--- src/rtl/ili934x_pkg.sv ---
// ili934x_pkg: shared types for the ILI934x command/data write path.
//   wr_item_t : one byte destined for the panel, tagged command or data.
//   spi_st_e  : states of the SPI serialiser.
//   SPI_CPOL / SPI_CPHA : SPI mode implemented by the serialiser (mode 0).
package ili934x_pkg;

   typedef struct packed {
      logic       is_cmd;
      logic [7:0] data;
   } wr_item_t;

   typedef enum logic [1:0] {
      S_IDLE,
      S_LOW,
      S_HIGH,
      S_GAP
   } spi_st_e;

   localparam int SPI_CPOL = 0;
   localparam int SPI_CPHA = 0;

endpackage

--- src/rtl/ili934x_sck_tick.sv ---
// ili934x_sck_tick: SCK half-period timer.
//   clk  : system clock
//   rst  : synchronous active-high reset
//   run  : count while high; counter held at zero while low
//   tick : one-cycle pulse on the last cycle of every SCK_HALF-cycle half period
module ili934x_sck_tick
   import ili934x_pkg::*;
#(
   parameter int unsigned SCK_HALF = 2
) (
   input  logic clk,
   input  logic rst,
   input  logic run,
   output logic tick
);

   localparam int unsigned HW = $clog2(SCK_HALF + 1);

   logic [HW-1:0] half_cnt;

   assign tick = run && (half_cnt == HW'(SCK_HALF - 1));

   always_ff @(posedge clk) begin
      if (rst || !run || tick) begin
         half_cnt <= '0;
      end else begin
         half_cnt <= half_cnt + HW'(1);
      end
   end

endmodule

--- src/rtl/ili934x_spi_wr.sv ---
// ili934x_spi_wr: serialises ILI934x command/data bytes onto the 4-wire SPI bus
// (mode 0, MSB first) with a one-item input buffer and CS held low across
// back-to-back bytes.
//   clk, rst   : system clock, synchronous active-high reset
//   item_valid : upstream item available
//   item       : {is_cmd, data}
//   item_ready : buffer empty; item taken when item_valid && item_ready
//   busy       : buffer full or transfer/CS-hold in progress
//   lcd_cs_n   : chip select, active low
//   lcd_dc     : 0 = command, 1 = data
//   lcd_sck    : serial clock, idle low
//   lcd_mosi   : serial data
module ili934x_spi_wr
   import ili934x_pkg::*;
#(
   parameter int unsigned SCK_HALF = 2,
   parameter int unsigned CS_HOLD  = 4
) (
   input  logic     clk,
   input  logic     rst,
   input  logic     item_valid,
   input  wr_item_t item,
   output logic     item_ready,
   output logic     busy,
   output logic     lcd_cs_n,
   output logic     lcd_dc,
   output logic     lcd_sck,
   output logic     lcd_mosi
);

   localparam int unsigned GW = $clog2(CS_HOLD + 1);

   if (SCK_HALF < 1 || CS_HOLD < 1 || SPI_CPOL != 0 || SPI_CPHA != 0) begin : g_bad_cfg
      $error("ili934x_spi_wr: unsupported configuration");
   end

   spi_st_e       st, st_nx;
   logic          full, full_nx;
   wr_item_t      hold_q, hold_nx;
   logic [7:0]    shreg, shreg_nx;
   logic [2:0]    bit_cnt, bit_nx;
   logic [GW-1:0] gap_cnt, gap_nx;
   logic          cs_q, cs_nx;
   logic          sck_q, sck_nx;
   logic          mosi_q, mosi_nx;
   logic          dc_q, dc_nx;
   logic          accept, load, run, tick;

   assign run = (st == S_LOW) || (st == S_HIGH);

   ili934x_sck_tick #(.SCK_HALF(SCK_HALF)) u_tick (
      .clk  (clk),
      .rst  (rst),
      .run  (run),
      .tick (tick)
   );

   always_comb begin
      st_nx    = st;
      hold_nx  = hold_q;
      shreg_nx = shreg;
      bit_nx   = bit_cnt;
      gap_nx   = gap_cnt;
      cs_nx    = cs_q;
      sck_nx   = sck_q;
      mosi_nx  = mosi_q;
      dc_nx    = dc_q;
      load     = 1'b0;
      accept   = item_valid && !full;

      unique case (st)
         S_IDLE: begin
            cs_nx  = 1'b1;
            sck_nx = 1'b0;
            load   = full;
         end
         S_LOW: begin
            if (tick) begin
               sck_nx = 1'b1;
               st_nx  = S_HIGH;
            end
         end
         S_HIGH: begin
            if (tick) begin
               sck_nx = 1'b0;
               if (bit_cnt != 3'd0) begin
                  shreg_nx = {shreg[6:0], 1'b0};
                  mosi_nx  = shreg[6];
                  bit_nx   = bit_cnt - 3'd1;
                  st_nx    = S_LOW;
               end else begin
                  gap_nx = '0;
                  st_nx  = S_GAP;
               end
            end
         end
         S_GAP: begin
            sck_nx = 1'b0;
            if (full) begin
               load = 1'b1;
            end else if (gap_cnt == GW'(CS_HOLD - 1)) begin
               cs_nx = 1'b1;
               st_nx = S_IDLE;
            end else begin
               gap_nx = gap_cnt + GW'(1);
            end
         end
         default: st_nx = S_IDLE;
      endcase

      // Shared by IDLE and GAP so a queued byte starts identically either way;
      // from GAP, CS is already low and simply stays low.
      if (load) begin
         shreg_nx = hold_q.data;
         mosi_nx  = hold_q.data[7];
         dc_nx    = ~hold_q.is_cmd;
         cs_nx    = 1'b0;
         sck_nx   = 1'b0;
         bit_nx   = 3'd7;
         st_nx    = S_LOW;
      end

      if (accept) begin
         hold_nx = item;
      end
      full_nx = accept || (full && !load);
   end

   always_ff @(posedge clk) begin
      if (rst) begin
         st      <= S_IDLE;
         full    <= 1'b0;
         hold_q  <= '0;
         shreg   <= '0;
         bit_cnt <= '0;
         gap_cnt <= '0;
         cs_q    <= 1'b1;
         sck_q   <= 1'b0;
         mosi_q  <= 1'b0;
         dc_q    <= 1'b0;
      end else begin
         st      <= st_nx;
         full    <= full_nx;
         hold_q  <= hold_nx;
         shreg   <= shreg_nx;
         bit_cnt <= bit_nx;
         gap_cnt <= gap_nx;
         cs_q    <= cs_nx;
         sck_q   <= sck_nx;
         mosi_q  <= mosi_nx;
         dc_q    <= dc_nx;
      end
   end

   assign item_ready = !full;
   assign busy       = full || (st != S_IDLE);
   assign lcd_cs_n   = cs_q;
   assign lcd_sck    = sck_q;
   assign lcd_mosi   = mosi_q;
   assign lcd_dc     = dc_q;

endmodule

--- config.mk ---
export PLATFORM = sky130hd
export DESIGN_NAME = ili934x_spi_wr
export DESIGN_NICKNAME = d
export VERILOG_FILES = /design/src/rtl/ili934x_pkg.sv /design/src/rtl/ili934x_sck_tick.sv /design/src/rtl/ili934x_spi_wr.sv
export SDC_FILE = /design/constraint.sdc
export NUM_CORES = 1
export LEC_CHECK = 0
export CORE_ASPECT_RATIO = 0.6
export CORE_MARGIN = 5
export CORE_UTILIZATION = 50
export CTS_BUF_LIST = sky130_fd_sc_hd__clkbuf_4 sky130_fd_sc_hd__clkbuf_8 sky130_fd_sc_hd__clkbuf_16
export DETAILED_ROUTE_END_ITERATION = 12
export GPL_ROUTABILITY_DRIVEN = 0
export PLACE_DENSITY = 0.73
export SYNTH_ARGS = -nofsm -noshare
export SYNTH_HDL_FRONTEND = slang
export SYNTH_SLANG_ARGS = --single-unit
--- constraint.sdc ---
create_clock -name clk -period 2.4 [get_ports clk]
set_clock_uncertainty 0.2 [all_clocks]
set_input_delay 0.48 -clock clk [delete_from_list [all_inputs] [get_ports clk]]
set_output_delay 0.48 -clock clk [all_outputs]
set_load 0.05 [all_outputs]
Word-level counts from Yosys, hierarchy flattened. Index checks and enable logic that the tools add are counted. W data, S select, Z words.

Shifts and indexed selects: 0. Eq/ne operators: 15. Muxes and demuxes: 33. Divide/modulo/power cells: 0. $add $sub $neg: 3. $mul: 0. Reduce and logical (&&, ||, !) cells: 29. Bitwise operators: 1. Order comparisons: 0.

Operators by type and width (count): $mux W7 (4); $mux W3 (8); $reduce_and A5 Y1 (3); $mux W1 (11); $mux W2 (5); $reduce_bool A2 Y1 (5); $reduce_bool A3 Y1 (3); $ne A2 B2 Y1 const B (4); $ne A3 B2 Y1 const B (2); $ne A3 B3 Y1 const B (2); $pmux W2 S3 (1); $pmux W3 S2 (1); $reduce_and A3 Y1 (2); $logic_or A1 B1 Y1 (5); $eq A2 B1 Y1 const B (2); $eq A2 B2 Y1 const B (2); $ne A2 B1 Y1 const B (2); $pmux W1 S2 (2); $reduce_bool A4 Y1 (1); $reduce_or A2 Y1 (2); $add A3 B1 Y3 const B (1); $eq A3 B2 Y1 const B (1); $logic_and A1 B1 Y1 (3); $logic_not A1 Y1 (3); 6 further kinds (6).

Flip-flop bits (word level): 31. Output and inout bits: 6. Latch bits: 0. RAM bits: 0. Bits of input ports: 12. Memories kept: 0. Memory bits (read-only): 0.

Depth between registers and ports, before layout. Gate-level depths: netlist of the first run.

Depth in word-level cells: 6. Gate-level depth with buffers: 8.

Hierarchy. A second synthesis of the first run with hierarchy kept.

Cell total of the unflattened synthesis: 173. Area, all modules: 1461.4 µm².

By module, submodules not included: ili934x_spi_wr (cells each 166, times used 1, area each 1380.1 µm²); ili934x_sck_tick (cells each 7, times used 1, area each 81.3 µm²).

Worst setup path after synthesis of the first run. Ideal clock, no wire load.

Path type: flip-flop to flip-flop. Start: register st[0]. End: register bit_cnt[0]. Stages on the path, launching flop included: 9. Arrival time: 1.560 ns. Library setup time: 0.135 ns. Slack: 0.505 ns. Path through: dfxtp_1 > inv_1 > ha_1 > buf_2 > and3_4 > and2_4 > buf_12 > nor3_1 > a211oi_2.

Longest elaborated chain between the ends: 5. Elaborated cells on any way between the ends: 12.

Ends and longest elaborated chain: from (decl) (line ili934x_spi_wr.sv:37) `spi_st_e st, st_nx;`; from (signal assigned) (line ili934x_spi_wr.sv:142) `st <= st_nx;`; branches (longest 5 deep; another with $reduce_and A3 Y1); to (signal assigned) (line ili934x_spi_wr.sv:146) `bit_cnt <= bit_nx;`; to (decl) (line ili934x_spi_wr.sv:41) `logic [2:0] bit_cnt, bit_nx;`.

Several ways; the timed one is not identified. A chain may end at the register's enable or synchronous reset.

Worst setup path after layout of the first run.
Start: register full. End: output item_ready.

Longest elaborated chain between the ends: 1.

Ends and longest elaborated chain: from (decl) (line ili934x_spi_wr.sv:38) `logic full, full_nx;`; from (signal assigned) (line ili934x_spi_wr.sv:143) `full <= full_nx;`; $logic_not A1 Y1 (line ili934x_spi_wr.sv:155) `assign item_ready = !full;`; to (decl) (line ili934x_spi_wr.sv:23) `output logic item_ready,`.

Every way passes these cells.

==> reports/metrics.csv, run 1 <==
stage,metric,value,unit
run_status,status,finished clean,
routing,wire length per cell,13.2,um
min_path,Hold Path Sink,u_tick.half_cnt[0],
power,LEAKAGE,0.672,nW
floorplanning,Die Footprint,0.00420,sq mm
sta,Final WS setup,0.107,ns
sta,final setup fails,0,
setup_path,CP bufs+invs,2,
global_route,vias in the first global route,1235,
clock_tree,TritonCTS clock tree,yes,
sta,Tcrit/Tclk final,95.6,%
routing,TritonRoute pass-1 iters,4,
sta,final worst path period need,2.29,ns
min_path,hold crit path type,reg2reg,
setup_path,CP max stage delay,0.83,ns
clock_tree,Clock Latency Late Sink,0.28,ns
logic_synthesis,number of synthesized flops with an enable pin,0,
finish,# nets final,211,
placed_design,Detailed Place HPWL,2230,um
logic_synthesis,Synth Flop Type,dfxtp_1,
min_path,Hold Startpoint,u_tick.half_cnt[0],
setup_path,Critical Path RT,1.72,ns
sta,final hold violation count,0,
placed_design,DP Area,0.00168,sq mm
global_route,global-route usage over all layers,16.9,%
logic_synthesis,synth cell count leaders,"dfxtp_1 (31), nand2_1 (25), nor2_1 (18)",
global_route,first-pass GRT wire length,5300,um
routing,vias,1250,
clock_tree,clk sinks,31,
routing,Iteration-0 DRC Markers,58,
finish,share of layout cells above drive strength 1,15.3,%
setup_path,"Cell Chain, Critical Path","inv_1, clkdlybuf4s50_1",
logic_synthesis,most area-consuming cells after synthesis,"dfxtp_1 (42%), ha_1 (7.6%), nand2_1 (6.3%)",
floorplanning,Ports,18,
sta,relative slew slack,66.2,%
logic_synthesis,share of Yosys cell area claimed by the top area cell type,41.7,%
clock_tree,# resized after CTS,0,
clock_tree,H-tree Lvls,2,
clock_tree,total CTS buffers,5,
logic_synthesis,ys async rst share,0,%
floorplanning,Placement Rows,15,
setup_path,CP Class,reg2out,
setup_path,"Slowest-stage cell, CP",clkdlybuf4s50_1,
routing,WL final,3060,um
logic_synthesis,Synth Register Bits,31,
setup_path,critical path launch point type,flip-flop,
floorplanning,Die H,52.3,um
sta,RSZ-0062 raised after global routing,false,
finish,final core utilization,61.4,%
floorplanning,Die Wd,80.4,um
job,max_cap viols,0,
finish,post-route design area,0.00175,sq mm
setup_path,Crit Reg-Reg Startpoint,st[1],
routing,Remaining DRCs,0,
power,Max VDD drop,0.559,mV
setup_path,slack of the worst reg-to-reg path,0.35,ns
setup_path,critical path peak fanout,7,
finish,footprint of the multi-input gates,772,sq um
finish,# fillers,258,
setup_path,RR Endpoint,bit_cnt[2],
placed_design,port bufs,17,
finish,ant diodes,0,
setup_path,Worst path top cell family by delay,buffers and inverters,
logic_synthesis,Yosys cell types,34,
global_route,largest net degree at the start of global routing,25,
logic_synthesis,register area share after synthesis,41.7,%
power,Final Power,1.60,mW
logic_synthesis,synthesis warning total,0,
sta,Fmax achieved,436,MHz
clock_tree,Clock Path Buffers,2,
logic_synthesis,synthesized area,0.00149,sq mm
sta,Final Max Slew Viols,0,
sta,final setup TNS,0,ns
setup_path,CP endpoint kind,primary output,
clock_tree,clock root buffer,clkbuf_8,
global_route,total grt overflow,0,
sta,actual slew at the worst max-slew pin,0.506,ns
logic_synthesis,Post-Syn Nets,192,
logic_synthesis,biggest area consumer among synthesized cells,dfxtp_1,
floorplanning,Core Area,0.00285,sq mm
finish,Storage cell area,621,sq um
setup_path,Reg2Reg Depth,6,
global_route,initial antenna violation count,0,
placed_design,dpl ws,0.371,ns
clock_tree,total setup buffers inserted after CTS,0,
floorplanning,initial core utilization,52.1,%
logic_synthesis,leading cell type by number of instances after synthesis,dfxtp_1,
clock_tree,CTS clock-pin slew for the worst setup and hold paths,0.06,ns
setup_path,CP Data Arrival Time,1.61,ns
logic_synthesis,Syn Inst Count,171,
min_path,hold path cells,1,
logic_synthesis,Synth Area per Inst,8.70,sq um
power,P per Cell Area,913,mW/mm^2
finish,Synth-to-Final Area Change,17.8,%
routing,number of vias per cell,5.41,
routing,post-route ant nets,0,
clock_tree,cts hold-fix bufs,0,
worst register-to-register path: stages (launching register included):
cell      delay, ns
dfxtp_1        0.39
inv_1          0.10
ha_1           0.40
nor2b_1        0.30
buf_4          0.28
a211oi_1       0.07
a311oi_1       0.23
area by class of cell:
cell class	instances	share of cell area, %
inverters	9	1.93
well taps	42	3.00
multi-input cells	122	44.0
repair buffers	21	11.3
clock buffers	6	4.35
flip-flops and latches	31	35.4
cell usage in the layout, fill, tap and decap left out:
| cell | instances |
|---|---|
| and3_4 | 1 |
| nand2b_1 | 4 |
| a211oi_1 | 2 |
| o21a_1 | 1 |
| buf_4 | 5 |
| clkbuf_4 | 1 |
| nor3_2 | 5 |
| o21ai_0 | 3 |
| nand3b_1 | 1 |
| a21o_1 | 2 |
| nor2_1 | 18 |
| ha_1 | 9 |
| nor2b_1 | 3 |
| o32ai_1 | 2 |
| a21oi_1 | 17 |
| o41ai_1 | 1 |
| clkbuf_8 | 5 |
| nor4_2 | 5 |
| inv_1 | 9 |
| and2_4 | 1 |
| or2_2 | 3 |
| a211oi_2 | 2 |
| nor3_1 | 5 |
| o21bai_1 | 1 |
| nand3_1 | 3 |
| a222oi_1 | 1 |
| dfxtp_1 | 31 |
| clkdlybuf4s50_1 | 16 |
| nor4_1 | 4 |
| nand2_1 | 25 |
| a311oi_1 | 1 |
| o22ai_1 | 1 |
| or3b_2 | 1 |
layer usage:
layer / vias up / wire [um] / GRT usage [%]
met5: - / 0 / 0
met4: 0 / 51 / 8.15
met3: 7 / 142 / 6.01
met2: 31 / 1370 / 27.2
met1: 586 / 1490 / 20.2
li1: 626 / - / -
through the flow:
| stage | std cells | hold slack, ns |
|---|---|---|
| CTS | 231 | 0.220 |
| global placement | 225 | 0.205 |
| finish | 231 | 0.221 |
| floorplan | 171 | 0.196 |
| global route | 231 | 0.241 |
| detailed placement | 225 | 0.209 |
cells by family after synthesis:
logic type	Yosys count	share of synthesized area [%]
AOI/OAI and AO/OA	34	14.9
adders and majority gates	9	7.57
buffers and inverters	18	6.39
DFF	31	41.7
and+or+nand+nor	79	29.4
power by group:
part / internal, mW / leakage [nW] / switching [mW]
logic: 0.230 / 0.378 / 0.352
clock network: 0.204 / 0.0406 / 0.170
registers: 0.593 / 0.254 / 0.0514
sequential cells by signal, indices dropped and copies added (netlist names):
| signal | flops |
|---|---|
| bit_cnt | 3 |
| full | 1 |
| gap_cnt | 3 |
| hold_q | 9 |
| lcd_cs_n | 1 |
| lcd_dc | 1 |
| lcd_mosi | 1 |
| lcd_sck | 1 |
| shreg | 7 |
| st | 2 |
| u_tick.half_cnt | 2 |
worst max-delay path by stage:
stage	cells after the start	slack [ns]	end	start
CTS	2	0.08	item_ready	full
global placement	6	0.45	st[0]	st[0]
finish	2	0.11	item_ready	full
detailed placement	6	0.37	bit_cnt[2]	st[1]
global route	2	0.03	item_ready	full
floorplan	8	0.50	bit_cnt[0]	st[0]
(Power assumes the default switching activity.)
==> run 2, diff against run 1 <==
==> constraint.sdc (replaced) <==
create_clock -name clk -period 2.4 [get_ports clk]
set_clock_uncertainty 0.2 [all_clocks]
set_input_delay 0.48 -clock clk [delete_from_list [all_inputs] [get_ports clk]]
set_output_delay 0.48 -clock clk [all_outputs]
set_load 0.02 [all_outputs]
==> run 2 against run 1 <==
Compared with the run above:
- design area is 2.1% higher
- routed wire length grew 4.1%
- via count about the same
- power grew 3.3%
- register-to-register slack worse by 0.05 ns
==> reports/metrics.csv, run 2 (synthesized netlist as in run 1, its figures left out) <==
stage,metric,value,unit,change
run_status,status,finished clean,,unchanged
setup_path,critical path peak fanout,4,,was 7
power,LEAKAGE,0.691,nW,was 0.672 nW
sta,Fmax achieved,430,MHz,was 436 MHz
clock_tree,Clock Latency Late Sink,0.28,ns,about the same
floorplanning,Ports,18,,unchanged
setup_path,RR Endpoint,bit_cnt[2],,unchanged
setup_path,Reg2Reg Depth,6,,unchanged
clock_tree,total CTS buffers,5,,unchanged
clock_tree,total setup buffers inserted after CTS,0,,unchanged
clock_tree,Clock Path Buffers,2,,unchanged
sta,RSZ-0062 raised after global routing,false,,unchanged
routing,metal3 WL,164,um,was 142 um
routing,number of vias per cell,5.34,,was 5.41
sta,Final Max Slew Viols,0,,unchanged
clock_tree,clk sinks,31,,unchanged
sta,actual slew at the worst max-slew pin,0.358,ns,was 0.506 ns
global_route,initial antenna violation count,0,,unchanged
finish,Synth-to-Final Area Change,20.4,%,was 17.8%
setup_path,slack of the worst reg-to-reg path,0.30,ns,was 0.35 ns
floorplanning,Placement Rows,15,,unchanged
placed_design,placed cells,226,,was 225
finish,post-route design area,0.00179,sq mm,was 0.00175 sq mm
finish,# nets final,212,,was 211
sta,final hold violation count,0,,unchanged
clock_tree,# resized after CTS,0,,unchanged
clock_tree,H-tree Lvls,2,,unchanged
placed_design,Detailed Place HPWL,2310,um,was 2230 um
floorplanning,Die Wd,80.4,um,unchanged
global_route,first-pass GRT wire length,5530,um,was 5300 um
min_path,hold crit path type,reg2reg,,unchanged
sta,relative slew slack,76.1,%,was 66.2%
finish,most frequent cells in the layout,"dfxtp_1 (31), nand2_1 (25), nor2_1 (18)",,unchanged
finish,ant diodes,0,,unchanged
placed_design,port bufs,17,,unchanged
power,P per Cell Area,924,mW/mm^2,was 913 mW/mm^2
floorplanning,Die H,52.3,um,unchanged
clock_tree,TritonCTS clock tree,yes,,unchanged
finish,Top Registers,"hold_q (9), shreg (7)",,unchanged
finish,max reg flops,9,,unchanged
floorplanning,Die Footprint,0.00420,sq mm,unchanged
finish,final core utilization,62.8,%,was 61.4%
routing,routed length on met2,1480,um,was 1370 um
routing,TritonRoute pass-1 iters,4,,unchanged
min_path,Hold Startpoint,u_tick.half_cnt[0],,unchanged
global_route,largest net degree at the start of global routing,23,,was 25
global_route,global-route usage over all layers,17.3,%,was 16.9%
sta,final setup fails,0,,unchanged
finish,Top reg by flops,hold_q,,unchanged
clock_tree,CTS clock-pin slew for the worst setup and hold paths,0.06,ns,about the same
setup_path,CP Data Arrival Time,1.65,ns,was 1.61 ns
finish,final non-filler cell total,234,,was 231
routing,wl on met1,1490,um,about the same
routing,Remaining DRCs,0,,unchanged
min_path,hold path cells,1,,unchanged
setup_path,Critical Path RT,1.72,ns,about the same
routing,WL final,3180,um,was 3060 um
global_route,total grt overflow,0,,unchanged
finish,"most common cell after layout, fill and taps aside",dfxtp_1,,unchanged
clock_tree,clock root buffer,clkbuf_8,,unchanged
global_route,vias in the first global route,1289,,was 1235
setup_path,critical path launch point type,flip-flop,,unchanged
finish,# fillers,245,,was 258
placed_design,dpl ws,0.342,ns,was 0.371 ns
floorplanning,Core Area,0.00285,sq mm,unchanged
power,Max VDD drop,0.508,mV,was 0.559 mV
routing,post-route ant nets,0,,unchanged
finish,Storage cell area,621,sq um,unchanged
routing,wire length per cell,13.6,um,was 13.2 um
floorplanning,initial core utilization,52.1,%,unchanged
sta,Final WS setup,0.0741,ns,was 0.107 ns
routing,DR top layer,met4,,unchanged
setup_path,CP Class,reg2out,,unchanged
routing,vias,1249,,was 1250
sta,final worst path period need,2.33,ns,was 2.29 ns
job,max_cap viols,0,,unchanged
clock_tree,cts hold-fix bufs,0,,unchanged
setup_path,Crit Reg-Reg Startpoint,st[0],,was st[1]
setup_path,CP endpoint kind,primary output,,unchanged
routing,Iteration-0 DRC Markers,52,,was 58
min_path,Hold Path Sink,u_tick.half_cnt[0],,unchanged
sta,final setup TNS,0,ns,unchanged
finish,footprint of the multi-input gates,772,sq um,unchanged
finish,share of layout cells above drive strength 1,16.1,%,was 15.3%
sta,Tcrit/Tclk final,96.9,%,was 95.6%
placed_design,DP Area,0.00169,sq mm,was 0.00168 sq mm
run 2: cell count changes in the layout (fill, tap and decap cells not counted):
cell | previous run | this run
clkbuf_8 | 5 | 7
clkdlybuf4s50_1 | 16 | 17
run 2: metal layers:
layer / vias to the layer above / track usage [%]
met5: - / 0
met4: 0 / 7.87
met3: 7 / 6.01
met2: 34 / 28.3
met1: 581 / 20.7
li1: 627 / -
run 2: where the power goes:
| group | leakage, nW | internal [mW] | total, mW | switching (mW) |
|---|---|---|---|---|
| combinational | 0.382 | 0.239 | 0.549 | 0.311 |
| clock | 0.0549 | 0.273 | 0.456 | 0.183 |
| sequential | 0.254 | 0.593 | 0.648 | 0.0557 |
run 2: layout make-up:
| type | instances | area share (%) |
|---|---|---|
| flip-flops and latches | 31 | 34.7 |
| repair buffers | 22 | 11.6 |
| inverters | 9 | 1.89 |
| multi-input cells | 122 | 43.1 |
| well taps | 42 | 2.94 |
| clock buffers | 8 | 5.80 |
run 2: worst max path at each step:
| stage | endpoint | slack [ns] | from |
|---|---|---|---|
| 3_5_place_dp | bit_cnt[2] | 0.34 | st[0] |
| 5_1_grt | busy | 0.006 | st[0] |
| 2_1_floorplan | bit_cnt[0] | 0.50 | st[0] |
| 6_report | busy | 0.07 | st[0] |
| 4_1_cts | busy | 0.07 | st[0] |
| 3_3_place_gp | busy | 0.44 | st[0] |
run 2: metrics by stage:
stage / hold WS (ns) / power (mW)
floorplan: 0.196 / 1.05
global placement: 0.204 / 1.17
detailed placement: 0.232 / 1.20
CTS: 0.241 / 1.66
global route: 0.264 / 1.76
finish: 0.247 / 1.65
run 2: worst max-delay path, stage by stage (launching register included):
cell,delay [ns]
dfxtp_1,0.37
inv_1,0.11
ha_1,0.22
nand2_1,0.06
clkdlybuf4s50_1,0.60
